--- config.mk ---
export PLATFORM = sky130hd
export DESIGN_NAME = fpmul_issue_stage
export DESIGN_NICKNAME = d
export VERILOG_FILES = /design/src/rtl/fpmul_issue_stage.sv
export SDC_FILE = /design/constraint.sdc
export NUM_CORES = 1
export LEC_CHECK = 0
export ABC_CLOCK_PERIOD_IN_PS = 2750
export BUFFER_PORTS_ARGS = -buffer_cell sky130_fd_sc_hd__buf_2
export CAP_MARGIN = 30
export CORE_ASPECT_RATIO = 0.6
export CORE_MARGIN = 1.5
export CORE_UTILIZATION = 40
export CTS_CLUSTER_DIAMETER = 80
export DETAILED_ROUTE_END_ITERATION = 12
export PLACE_DENSITY = 0.73
export SLEW_MARGIN = 20
export SYNTH_ARGS = -nofsm -noshare
export SYNTH_HDL_FRONTEND = slang
export SYNTH_SLANG_ARGS = --single-unit
--- constraint.sdc ---
create_clock -name clk -period 2.75 [get_ports clk]
set_input_delay 0.275 -clock clk [delete_from_list [all_inputs] [get_ports clk]]
set_output_delay 0.275 -clock clk [all_outputs]
set_load 0.005 [all_outputs]
--- src/rtl/fpmul_issue_stage.sv ---
// Issue/collect wrapper around the 4-stage FP32 multiplier. It provides credit-based issue,
// special-operand override, a latency-matched delay line and a FWFT result FIFO.
// Optional per-result flags port: define FPMUL_ISSUE_FLAGS_EN.
module fpmul_issue_stage #(
    parameter int unsigned DEPTH = 4,
    parameter int unsigned LAT   = 4,
    parameter int unsigned TAG_W = 4
) (
    input  logic             clk,
    input  logic             rst,
    input  logic             in_valid,
    output logic             in_ready,
    input  logic [31:0]      in_a,
    input  logic [31:0]      in_b,
    input  logic [TAG_W-1:0] in_tag,
    output logic [31:0]      mul_a,
    output logic [31:0]      mul_b,
    input  logic [31:0]      mul_f,
    output logic             out_valid,
    input  logic             out_ready,
    output logic [31:0]      out_data,
    output logic [TAG_W-1:0] out_tag
`ifdef FPMUL_ISSUE_FLAGS_EN
    ,
    output logic [2:0]       out_flags
`endif
);
    localparam int unsigned CNT_W = $clog2(DEPTH + 1);
    localparam int unsigned PTR_W = $clog2(DEPTH);
    localparam logic [31:0] QNAN  = 32'h7FC0_0000;

    logic        a_zero, a_inf, a_nan;
    logic        b_zero, b_inf, b_nan;
    logic        sgn;
    logic        ovr;
    logic [31:0] ovr_val;

    logic             accept, pop, wr_en;
    logic [31:0]      wr_data;
    logic [CNT_W-1:0] cnt, cnt_nxt, occ, occ_nxt;
    logic [PTR_W-1:0] wr_ptr, rd_ptr;

    logic [LAT:0]     dl_valid;
    logic [LAT:0]     dl_ovr;
    logic [TAG_W-1:0] dl_tag [LAT+1];
    logic [31:0]      dl_val [LAT+1];

    logic [31:0]      mem_data [DEPTH];
    logic [TAG_W-1:0] mem_tag  [DEPTH];

    // Operand classification; denormals are flushed to zero.
    assign a_zero = (in_a[30:23] == 8'h00);
    assign b_zero = (in_b[30:23] == 8'h00);
    assign a_inf  = (in_a[30:23] == 8'hFF) && (in_a[22:0] == 23'h0);
    assign b_inf  = (in_b[30:23] == 8'hFF) && (in_b[22:0] == 23'h0);
    assign a_nan  = (in_a[30:23] == 8'hFF) && (in_a[22:0] != 23'h0);
    assign b_nan  = (in_b[30:23] == 8'hFF) && (in_b[22:0] != 23'h0);
    assign sgn    = in_a[31] ^ in_b[31];

    always_comb begin
        ovr     = 1'b0;
        ovr_val = 32'h0;
        if (a_nan | b_nan | (a_inf & b_zero) | (b_inf & a_zero)) begin
            ovr     = 1'b1;
            ovr_val = QNAN;
        end else if (a_inf | b_inf) begin
            ovr     = 1'b1;
            ovr_val = {sgn, 8'hFF, 23'h0};
        end else if (a_zero | b_zero) begin
            ovr     = 1'b1;
            ovr_val = {sgn, 31'h0};
        end
    end

    assign accept   = in_valid & in_ready;
    assign pop      = out_valid & out_ready;
    assign wr_en    = dl_valid[LAT];
    assign wr_data  = dl_ovr[LAT] ? dl_val[LAT] : mul_f;
    assign out_data = mem_data[rd_ptr];
    assign out_tag  = mem_tag[rd_ptr];

    always_comb begin
        cnt_nxt = cnt;
        if (accept && !pop) begin
            cnt_nxt = cnt + CNT_W'(1);
        end else if (pop && !accept) begin
            cnt_nxt = cnt - CNT_W'(1);
        end
        occ_nxt = occ;
        if (wr_en && !pop) begin
            occ_nxt = occ + CNT_W'(1);
        end else if (pop && !wr_en) begin
            occ_nxt = occ - CNT_W'(1);
        end
    end

    // Credits: in_ready comes from a register only, so there is no path from out_ready.
    always_ff @(posedge clk) begin
        if (!rst) begin
            cnt      <= '0;
            in_ready <= 1'b0;
            mul_a    <= 32'h0;
            mul_b    <= 32'h0;
        end else begin
            cnt      <= cnt_nxt;
            in_ready <= (cnt_nxt < CNT_W'(DEPTH));
            if (accept) begin
                mul_a <= in_a;
                mul_b <= in_b;
            end
        end
    end

    // Delay line aligned with the multiplier output; stage LAT pairs with mul_f.
    always_ff @(posedge clk) begin
        if (!rst) begin
            dl_valid <= '0;
            dl_ovr   <= '0;
            for (int unsigned i = 0; i <= LAT; i++) begin
                dl_tag[i] <= '0;
                dl_val[i] <= 32'h0;
            end
        end else begin
            dl_valid  <= {dl_valid[LAT-1:0], accept};
            dl_ovr    <= {dl_ovr[LAT-1:0], ovr};
            dl_tag[0] <= in_tag;
            dl_val[0] <= ovr_val;
            for (int unsigned i = 1; i <= LAT; i++) begin
                dl_tag[i] <= dl_tag[i-1];
                dl_val[i] <= dl_val[i-1];
            end
        end
    end

    // Result FIFO. A write never overflows because credits reserve its slot at issue.
    always_ff @(posedge clk) begin
        if (!rst) begin
            wr_ptr    <= '0;
            rd_ptr    <= '0;
            occ       <= '0;
            out_valid <= 1'b0;
            for (int unsigned i = 0; i < DEPTH; i++) begin
                mem_data[i] <= 32'h0;
                mem_tag[i]  <= '0;
            end
        end else begin
            if (wr_en) begin
                mem_data[wr_ptr] <= wr_data;
                mem_tag[wr_ptr]  <= dl_tag[LAT];
                wr_ptr           <= wr_ptr + PTR_W'(1);
            end
            if (pop) begin
                rd_ptr <= rd_ptr + PTR_W'(1);
            end
            occ       <= occ_nxt;
            out_valid <= (occ_nxt != '0);
        end
    end

`ifdef FPMUL_ISSUE_FLAGS_EN
    logic [2:0] wr_flags;
    logic [2:0] mem_flags [DEPTH];

    // Flags for an override are recovered from the stored override value.
    always_comb begin
        wr_flags = 3'b000;
        if (dl_ovr[LAT]) begin
            wr_flags[2] = (dl_val[LAT][22:0] != 23'h0);
            wr_flags[1] = (dl_val[LAT][30:23] == 8'hFF) && (dl_val[LAT][22:0] == 23'h0);
            wr_flags[0] = (dl_val[LAT][30:23] == 8'h00);
        end else begin
            wr_flags[0] = (mul_f[30:0] == 31'h0);
        end
    end

    always_ff @(posedge clk) begin
        if (!rst) begin
            for (int unsigned i = 0; i < DEPTH; i++) begin
                mem_flags[i] <= 3'b000;
            end
        end else if (wr_en) begin
            mem_flags[wr_ptr] <= wr_flags;
        end
    end

    assign out_flags = mem_flags[rd_ptr];
`endif

endmodule

==> results.ini, run 1 <==
[synth]
yosysSeqAreaShare_pct = 66.0
synth-seq-cells = 267
synth_edf_count = 144
dominantRegCellSynth = edfxtp_1
syn-num-nets = 993
yosysWarnings = 0
avgSynthCellArea_sq_um = 11.7
syn_inst = 883
netlist_area_sq_um = 10300
synth_cell_types = 40
synthArstFlopShare_pct = 0

[placed_design]
dp_hpwl_mm = 15.3
io_buffer_count = 205
gp_congestion = 0.797

[route]
vias_per_cell = 4.95
drc = 0
first_pass_iters = 5
wirelength_mm = 24.1
detail_route.wl_per_cell_um = 16.3
antenna_left = 0
via_count = 7294
drt_iter0_drc = 465

[setup_path]
reg2reg_depth = 4
cp_top_family = multiplexers
crit-reg2reg-launch = dl_valid[4]
regToRegSetupSlack_ps = 760
slowest_delay_ps = 600
crit_slowest_cell = mux4_2
crit_chain = buf_12, mux4_2, buf_2
crit_end = out_tag[0]
critical_path_class = reg2out
cp-start-kind = register
worst-path-stages = 3
crit_arrival_ps = 1920
crit_path_end_kind = output pin
r2r-end = mem_data[1][4]
path_buf_inv = 2
crit_required_ps = 2480
crit_path_max_fanout = 36

[cells_and_area]
regArea_sq_um = 6790
final_layout_size_suffix_gt1_share_pct = 28.4
nFillCells = 2151
final_common_cell = buf_2
layout_common_cells = buf_2, nand2_1, edfxtp_1
nets = 1238
diodes = 0
final_core_util_pct = 51.6
multi_input_area_sq_um = 3160
syn_to_final_growth_pct = 26.8

[power]
ir_worst_vdd_mv = 0.446
power_frac_comb_pct = 11.9
seqPwrFrac_pct = 48.7
swShare_pct = 23.1
p_leak_nw = 5.26
clkPwrFrac_pct = 39.4
intPower_mw = 7.04
p_switching_mw = 2.12
power_density_nw_per_um2 = 702

[floorplanning]
die_h_um = 127
fp.dieW_um = 210
initial_core_util_pct = 40.7
rows = 45
core_area_sq_um = 25300
ioPinCount = 206
dieArea_sq_um = 26700

[clock_tree]
cts_resized = 0
cts-root-buf = clkbuf_16
cts-htree-levels = 1
clk_latency_ps = 520
cts_buffers = 25
ctsHoldBuffers = 47
cts_sinks = 267
clockBufferDepth = 3
path_clk_slew_ps = 60
tritoncts = built
postCtsSetupBuffers = 0

[global_route]
antenna_found_initial = 0
grt_max_degree = 65
grt-ovfl-total = 0
grt_pass1_wl_mm = 37.8
grtUsageTotal_pct = 17.9
grt_pass1_vias = 7304

[timing]
rsz0062_at_grt = false
fin_worst_skew_ps = 13.4
hold_viol_final = 0
drv_slew = 0
max_freq_mhz = 456
fin_crit_sh_pct = 79.8
slew_headroom_pct = 57.9
setup_viol = 0
tightest_slew_ps = 632
period_minus_slack_ps = 2190
setup_tns_ps = 0

[status]
outcome = finished clean

[min_path]
worstHoldPathCells = 3
min_path_type = in2reg

[flow_run]
cap_violations = 0

==> state kept, by name (all words and copies together), names as in the netlist, named ones only <==
name,cells
rd_ptr,2
mem_data,128
mem_tag,16
dl_val,15
cnt,3
dl_ovr,5
dl_valid,5
occ,3
in_ready,1
out_valid,1
wr_ptr,2
mul_a,32
dl_tag,20
mul_b,32
==> stage by stage <==
stage	worst slack [ps]	instances	total power, mW	area [sq um]	hold slack [ps]
2_1_floorplan	490	883	5.17	10300	402
3_3_place_gp	712	1383	5.57	11700	414
3_5_place_dp	686	1383	5.59	11700	419
4_1_cts	505	1475	9.25	13000	0.342
5_1_grt	467	1475	9.53	13000	9.18
6_report	556	1475	9.16	13000	23.0
==> logic make-up (layout without fill, tap and decap cells) <==
kind of cell,Yosys count,in the layout,share of synthesized area (%)
simple gates,385,385,16.3
xor+xnor,9,9,0.766
mux,38,38,8.10
fa+ha+maj,6,6,0.730
buf+inv,88,351,3.47
compound gates,90,90,4.66
flops,267,267,66.0
==> worst register-to-register path, stage by stage (launching register included) <==
cell and delay, ps:
dfxtp_1 340, nand2_2 220, or2_2 500, nand2_2 380, buf_12 240
==> synthesized netlist by cell type (2+ instances only) <==
library cell    n  area (sq um)
inv_1          34           128
xnor2_1         5          43.8
edfxtp_1      144          4320
a21oi_1        76           380
nor4_1          9          56.3
clkbuf_1       29           109
mux2_2          2          22.5
nand3_1         3          15.0
buf_2          11          55.1
nor4_2          5          62.6
buf_4           3          22.5
and2_1         43           269
dfxtp_1       123          2460
a211oi_1        4          30.0
nand4_1         6          37.5
ha_1            6          75.1
o21ai_0         3          15.0
nor3b_1         4          30.0
or2_2           2          12.5
xor2_1          4          35.0
nor2_1        136           510
buf_1           8          30.0
nor3_1          4          20.0
nand2_1       167           627
or3_1           2          12.5
mux4_2         36           811
==> routing by layer <==
metal	vias to the layer above	wire (um)	track usage (%)
met3	29	1700	3.91
met1	3507	10900	24.8
met4	0	366	3.17
li1	3505	-	-
met5	-	0	0
met2	253	11100	29.5
==> worst min path at each step <==
stage,slack [ps],from,end
2_1_floorplan,400,in_tag[0],dl_tag[0][0]
3_3_place_gp,410,dl_tag[0][2],dl_tag[0][6]
3_5_place_dp,420,dl_val[0][62],dl_val[0][94]
4_1_cts,0.3,in_b[3],mul_b[3]
5_1_grt,9,in_a[30],mul_a[30]
6_report,20,in_b[3],mul_b[3]
==> cell type report <==
type / instances / area share [%]
clock buffer: 32 / 5.52
clock inverter: 13 / 1.13
inverter: 36 / 1.04
multi-input combinational: 528 / 24.2
sequential: 267 / 52.0
tap: 329 / 3.16
timing repair buffer: 270 / 12.9
==> power groups by stage <==
stage	Sequential (mW)	Clock, mW	Combinational [mW]
finish	4.46	3.61	1.09
global route	4.48	3.84	1.21
CTS	4.46	3.69	1.10
detailed placement	4.55	0	1.04
global placement	4.54	0	1.03
floorplan	4.54	0	0.631
No activity file was read; power rests on OpenSTA's default activity.
==> run 2: changes to the inputs <==
--- a/config.mk
+++ b/config.mk
@@ -5,7 +5,7 @@
 export SDC_FILE = /design/constraint.sdc
 export NUM_CORES = 1
 export LEC_CHECK = 0
-export ABC_CLOCK_PERIOD_IN_PS = 2750
+export ABC_CLOCK_PERIOD_IN_PS = 2100
 export BUFFER_PORTS_ARGS = -buffer_cell sky130_fd_sc_hd__buf_2
 export CAP_MARGIN = 30
 export CORE_ASPECT_RATIO = 0.6
==> constraint.sdc (replaced) <==
create_clock -name clk -period 2.1 [get_ports clk]
set_input_delay 0.21 -clock clk [delete_from_list [all_inputs] [get_ports clk]]
set_output_delay 0.21 -clock clk [all_outputs]
set_load 0.005 [all_outputs]
==> results.ini, run 2 (synthesized netlist as in run 1, its figures left out) <==
[global_route]
grt_pass1_wl_mm = 38.7  ; +2.4%
grt-ovfl-total = 0  ; unchanged
grt_pass1_vias = 7454  ; +2.1%
grtUsageTotal_pct = 18.3  ; +0.41 points
antenna_found_initial = 2  ; +2
grt_max_degree = 66  ; +1.5%

[route]
via_count = 7419  ; +1.7%
drc = 0  ; unchanged
wirelength_mm = 24.6  ; +2.3%
antenna_left = 0  ; unchanged
first_pass_iters = 4  ; -1
vias_per_cell = 4.92  ; -0.58%
detail_route.wl_per_cell_um = 16.3  ; about the same
drt_iter0_drc = 444  ; -4.5%

[clock_tree]
cts-htree-levels = 1  ; unchanged
cts-root-buf = clkbuf_16
clockBufferDepth = 3  ; unchanged
path_clk_slew_ps = 60  ; about the same
cts_buffers = 25  ; unchanged
tritoncts = built
cts_sinks = 267  ; unchanged
clk_latency_ps = 520  ; about the same

[timing]
setup_viol = 0  ; unchanged
fin_worst_skew_ps = 17.5  ; +4.17 ps
rsz0062_at_grt = true
setup_tns_ps = 0  ; unchanged
tightest_slew_ps = 695  ; +63.4 ps
drv_slew = 0  ; unchanged
hold_viol_final = 0  ; unchanged
fin_crit_sh_pct = 97.0
period_minus_slack_ps = 2040
slew_headroom_pct = 53.6  ; -4.3 points
hold-worst-slack_ps = 17.1  ; -5.89 ps
max_freq_mhz = 491
worst_slack_ps = 62.0  ; -494 ps

[cells_and_area]
final_core_util_pct = 53.2  ; +1.6 points
layout_common_cells = buf_2, nand2_1, edfxtp_1
largest_reg_flops = 128  ; unchanged
final_layout_size_suffix_gt1_share_pct = 27.8  ; -0.60 points
nets = 1269  ; +2.5%
layoutNonFillerInstCount = 1509  ; +2.3%
final_common_cell = buf_2
biggestRegsByFlops = mem_data (128), mul_a (32), mul_b (32)
syn_to_final_growth_pct = 30.8
top_register = mem_data

[setup_path]
cp_top_family = multiplexers
slowest_delay_ps = 530  ; -70 ps
crit_required_ps = 1890  ; -590 ps
cp-start-kind = register
path_buf_inv = 2  ; unchanged
critical_path_class = reg2out
crit_chain = buf_16, mux4_2, buf_6
regToRegSetupSlack_ps = 380  ; -380 ps
crit_arrival_ps = 1830  ; -90 ps
crit_path_max_fanout = 18  ; -50%
crit_path_end_kind = output pin
crit-reg2reg-launch = out_valid
r2r-end = cnt[2]
reg2reg_depth = 6  ; +2
crit_slowest_cell = mux4_2

[floorplanning]
dieArea_sq_um = 26700  ; unchanged
core_area_sq_um = 25300  ; unchanged
fp.dieW_um = 210  ; unchanged
rows = 45  ; unchanged
ioPinCount = 206  ; unchanged
die_h_um = 127  ; unchanged
initial_core_util_pct = 40.7  ; unchanged

[min_path]
hold_start = mul_f[20]
min_to = mem_data[3][20]
worstHoldPathCells = 3  ; unchanged
min_path_type = in2reg

[placed_design]
dp_slack_ps = 281  ; -405 ps
io_buffer_count = 205  ; unchanged
dp_hpwl_mm = 14.8  ; -2.9%
dpl.cell_count = 1385  ; +0.14%
gp_congestion = 0.801  ; +0.46%

[power]
p_leak_nw = 5.40  ; +2.8%
power_density_nw_per_um2 = 910  ; +30%
ir_worst_vdd_mv = 0.501  ; +12%

[status]
outcome = finished clean

[flow_run]
cap_violations = 0  ; unchanged

==> run 2: tightest hold or removal path: cells and delay by family <==
family        cells  cell delay (ps)
buf+inv           2              140
simple gates      1               80
==> run 2: layout make-up <==
class	count	area (sq um)
tap	329	412
sequential	267	6790
multi-input combinational	528	3160
inverter	36	135
clock buffer	31	709
fill	2175	11800
clock inverter	15	184
antenna	2	5.00
timing repair buffer	301	2050
==> run 2: worst max path at each step <==
stage | endpoint | cells after the start | slack [ps] | start
CTS | out_data[2] | 3 | 20 | register
floorplan | mem_data[1][0] | 5 | 180 | wr_ptr[1]
detailed placement | dl_ovr[0] | 6 | 280 | in_b[21]
finish | out_data[2] | 3 | 60 | register
global route | out_data[1] | 3 | -10 | register
global placement | mem_data[0][11] | 4 | 240 | dl_valid[4]
==> run 2: timing repair <==
item                                    CTS  global route
endpoints found under the hold margin    75             0
endpoints found under the setup margin   18            10
resized for setup                         4             2
gates cloned                              2             0
setup buffers                             0             0
hold buffers                             74             0
==> run 2: power by group <==
group,switching (mW),leakage [nW],internal (mW)
sequential,0.128,2.49,5.73
combinational,0.751,2.48,0.780
clock,1.96,0.432,2.89
total,2.84,5.40,9.41
==> run 2: metal layers <==
metal	up-vias	global-route usage, %	wire length, um
met1	3588	25.6	11400
li1	3572	-	-
met2	222	29.5	11300
met4	0	4.66	515
met5	-	0	0
met3	37	3.61	1400
==> run 2: stage by stage <==
step / cell area, sq um / total power [mW]
finish: 13500 / 12.2
global route: 13500 / 12.7
CTS: 13400 / 12.4
detailed placement: 11700 / 7.31
global placement: 11700 / 7.29
floorplan: 10300 / 6.77
==> run 3: changes to the inputs <==
--- a/config.mk
+++ b/config.mk
@@ -10,10 +10,10 @@
 export CAP_MARGIN = 30
 export CORE_ASPECT_RATIO = 0.6
 export CORE_MARGIN = 1.5
-export CORE_UTILIZATION = 40
+export CORE_UTILIZATION = 30
 export CTS_CLUSTER_DIAMETER = 80
 export DETAILED_ROUTE_END_ITERATION = 12
-export PLACE_DENSITY = 0.73
+export PLACE_DENSITY = 0.61
 export SLEW_MARGIN = 20
 export SYNTH_ARGS = -nofsm -noshare
 export SYNTH_HDL_FRONTEND = slang
==> results.ini, run 3 (synthesized netlist as in run 1, its figures left out) <==
[status]
outcome = finished clean

[cells_and_area]
final_cell_area_sq_um = 13700  ; +1.7%
final_core_util_pct = 40.5  ; -13 points
largest_reg_flops = 128  ; unchanged
final_layout_size_suffix_gt1_share_pct = 27.7  ; -0.060 points
top_register = mem_data
nets = 1286  ; +1.3%
final_common_cell = buf_2
biggestRegsByFlops = mem_data (128), mul_a (32), mul_b (32)
syn_to_final_growth_pct = 33.0
layout_common_cells = buf_2, nand2_1, edfxtp_1
nFillCells = 3214  ; +48%

[placed_design]
dp_slack_ps = 305  ; +24.4 ps
gp_congestion = 0.790  ; -1.4%
dp_hpwl_mm = 16.5  ; +11%
io_buffer_count = 205  ; unchanged
placed_area_sq_um = 12000  ; +1.9%

[setup_path]
crit_chain = buf_12, mux4_2, buf_2
crit_slowest_cell = mux4_2
crit_arrival_ps = 1850  ; +20 ps
slowest_delay_ps = 550  ; +20 ps
crit_path_end_kind = output pin
cp_top_family = multiplexers
critical_path_class = reg2out
cp-start-kind = register
crit_required_ps = 1890  ; about the same
path_buf_inv = 2  ; unchanged
crit_path_max_fanout = 15  ; -3

[power]
p_total_mw = 12.1  ; -1.1%
clkPwrFrac_pct = 38.7  ; -0.9 points
ir_worst_vdd_mv = 0.550  ; +9.9%
swShare_pct = 23.8  ; +0.61 points
seqPwrFrac_pct = 48.4  ; +0.5 points
p_leak_nw = 5.44  ; +0.71%
intPower_mw = 9.23  ; -1.9%
power_density_nw_per_um2 = 885  ; -2.8%
p_switching_mw = 2.88  ; +1.5%
power_frac_comb_pct = 12.9  ; +0.4 points

[route]
drc = 0  ; unchanged
vias_per_cell = 4.48  ; -8.8%
antenna_left = 0  ; unchanged
drt_iter0_drc = 530  ; +19%
detail_route.wl_per_cell_um = 16.2  ; -0.97%
via_count = 7424  ; +0.067%
first_pass_iters = 4  ; unchanged
wirelength_mm = 26.7  ; +8.7%

[clock_tree]
path_clk_slew_ps = 60  ; about the same
cts_sinks = 267  ; unchanged
clk_latency_ps = 530  ; about the same
cts-root-buf = clkbuf_16
cts_buffers = 27  ; +8.0%
clockBufferDepth = 3  ; unchanged
cts-htree-levels = 1  ; unchanged
tritoncts = built

[timing]
rsz0062_at_grt = true
tightest_slew_ps = 673  ; -22.4 ps
period_minus_slack_ps = 2060  ; +27.0 ps
max_freq_mhz = 484  ; -1.3%
hold_viol_final = 0  ; unchanged
setup_viol = 0  ; unchanged
drv_slew = 0  ; unchanged
slew_headroom_pct = 55.2  ; +1.5 points
fin_worst_skew_ps = 9.49  ; -8.04 ps
fin_crit_sh_pct = 98.3  ; +1.3 points
worst_slack_ps = 35.0  ; -27.0 ps

[flow_run]
cap_violations = 0  ; unchanged

[min_path]
min_path_type = in2reg

[global_route]
antenna_found_initial = 2  ; unchanged
grtUsageTotal_pct = 15.0  ; -3.3 points
grt_pass1_wl_mm = 42.2  ; +9.0%
grt_pass1_vias = 7532  ; +1.0%
grt-ovfl-total = 0  ; unchanged
grt_max_degree = 65  ; -1.5%

[floorplanning]
dieArea_sq_um = 35500  ; +33%
fp.dieW_um = 242  ; +15%
rows = 52  ; +16%
ioPinCount = 206  ; unchanged
die_h_um = 146  ; +15%
core_area_sq_um = 33800  ; +34%
initial_core_util_pct = 30.5  ; -10 points

## run 3: per-stage QoR
stage,TNS [ps],cells,hold slack [ps]
after global routing,-271,1656,12.1
after CTS,-84.0,1655,3.74
after detailed placement,0,1521,418
after floorplan,0,883,337
final,0,1656,30.6
after global placement,0,1521,414
## run 3: layout make-up
cell class / count / area, sq um / share of cell area (%)
antenna: 2 / 5.00 / 0.0366
tap: 459 / 574 / 4.20
sequential: 267 / 6790 / 49.6
inverter: 36 / 135 / 0.988
clock inverter: 7 / 62.6 / 0.457
multi-input combinational: 528 / 3160 / 23.1
timing repair buffer: 316 / 2160 / 15.8
clock buffer: 41 / 790 / 5.77
## run 3: power groups by stage
stage / sequential [mW] / combinational, mW / clock, mW
after global placement: 5.96 / 1.39 / 0
final: 5.86 / 1.56 / 4.69
after floorplan: 5.94 / 0.827 / 0
after global routing: 5.89 / 1.73 / 5.06
after CTS: 5.86 / 1.62 / 4.83
after detailed placement: 5.97 / 1.42 / 0
## run 3: worst min-delay path, delay by kind of cell
kind / cells / cell delay [ps]
buffers and inverters: 2 / 160
AND/OR/NAND/NOR: 1 / 90
## run 3: worst paths after layout
kind / slack (ps) / cells after the start / endpoint / startpoint
worst min-delay path: 30 / 3 / mem_data[3][0] / mul_f[0]
worst max-delay path: 40 / 3 / out_data[8] / register
worst min register to register: 430 / 1 / dl_val[0][159] / dl_val[0][127]
worst max register to register: 410 / 6 / cnt[2] / out_valid
## run 3: what timing repair did
item / 4_1_cts / 5_1_grt
endpoints found under the setup margin: 29 / 22
buffers inserted: 3 / 0
gates resized for setup: 2 / 0
hold buffers: 82 / 0
hold endpoints to repair: 83 / 0
gates cloned: 1 / 0
## run 3: per-layer routing
layer  vias up  GRT usage, %  share of wire (%)  routed length (um)
li1       3603             -                  -                   -
met1      3602          20.7                 46               12400
met2       170          24.1                 46               12300
met3        49          3.29                5.3                1410
met4         0          3.94                2.5                 671
met5         -             0                  0                   0
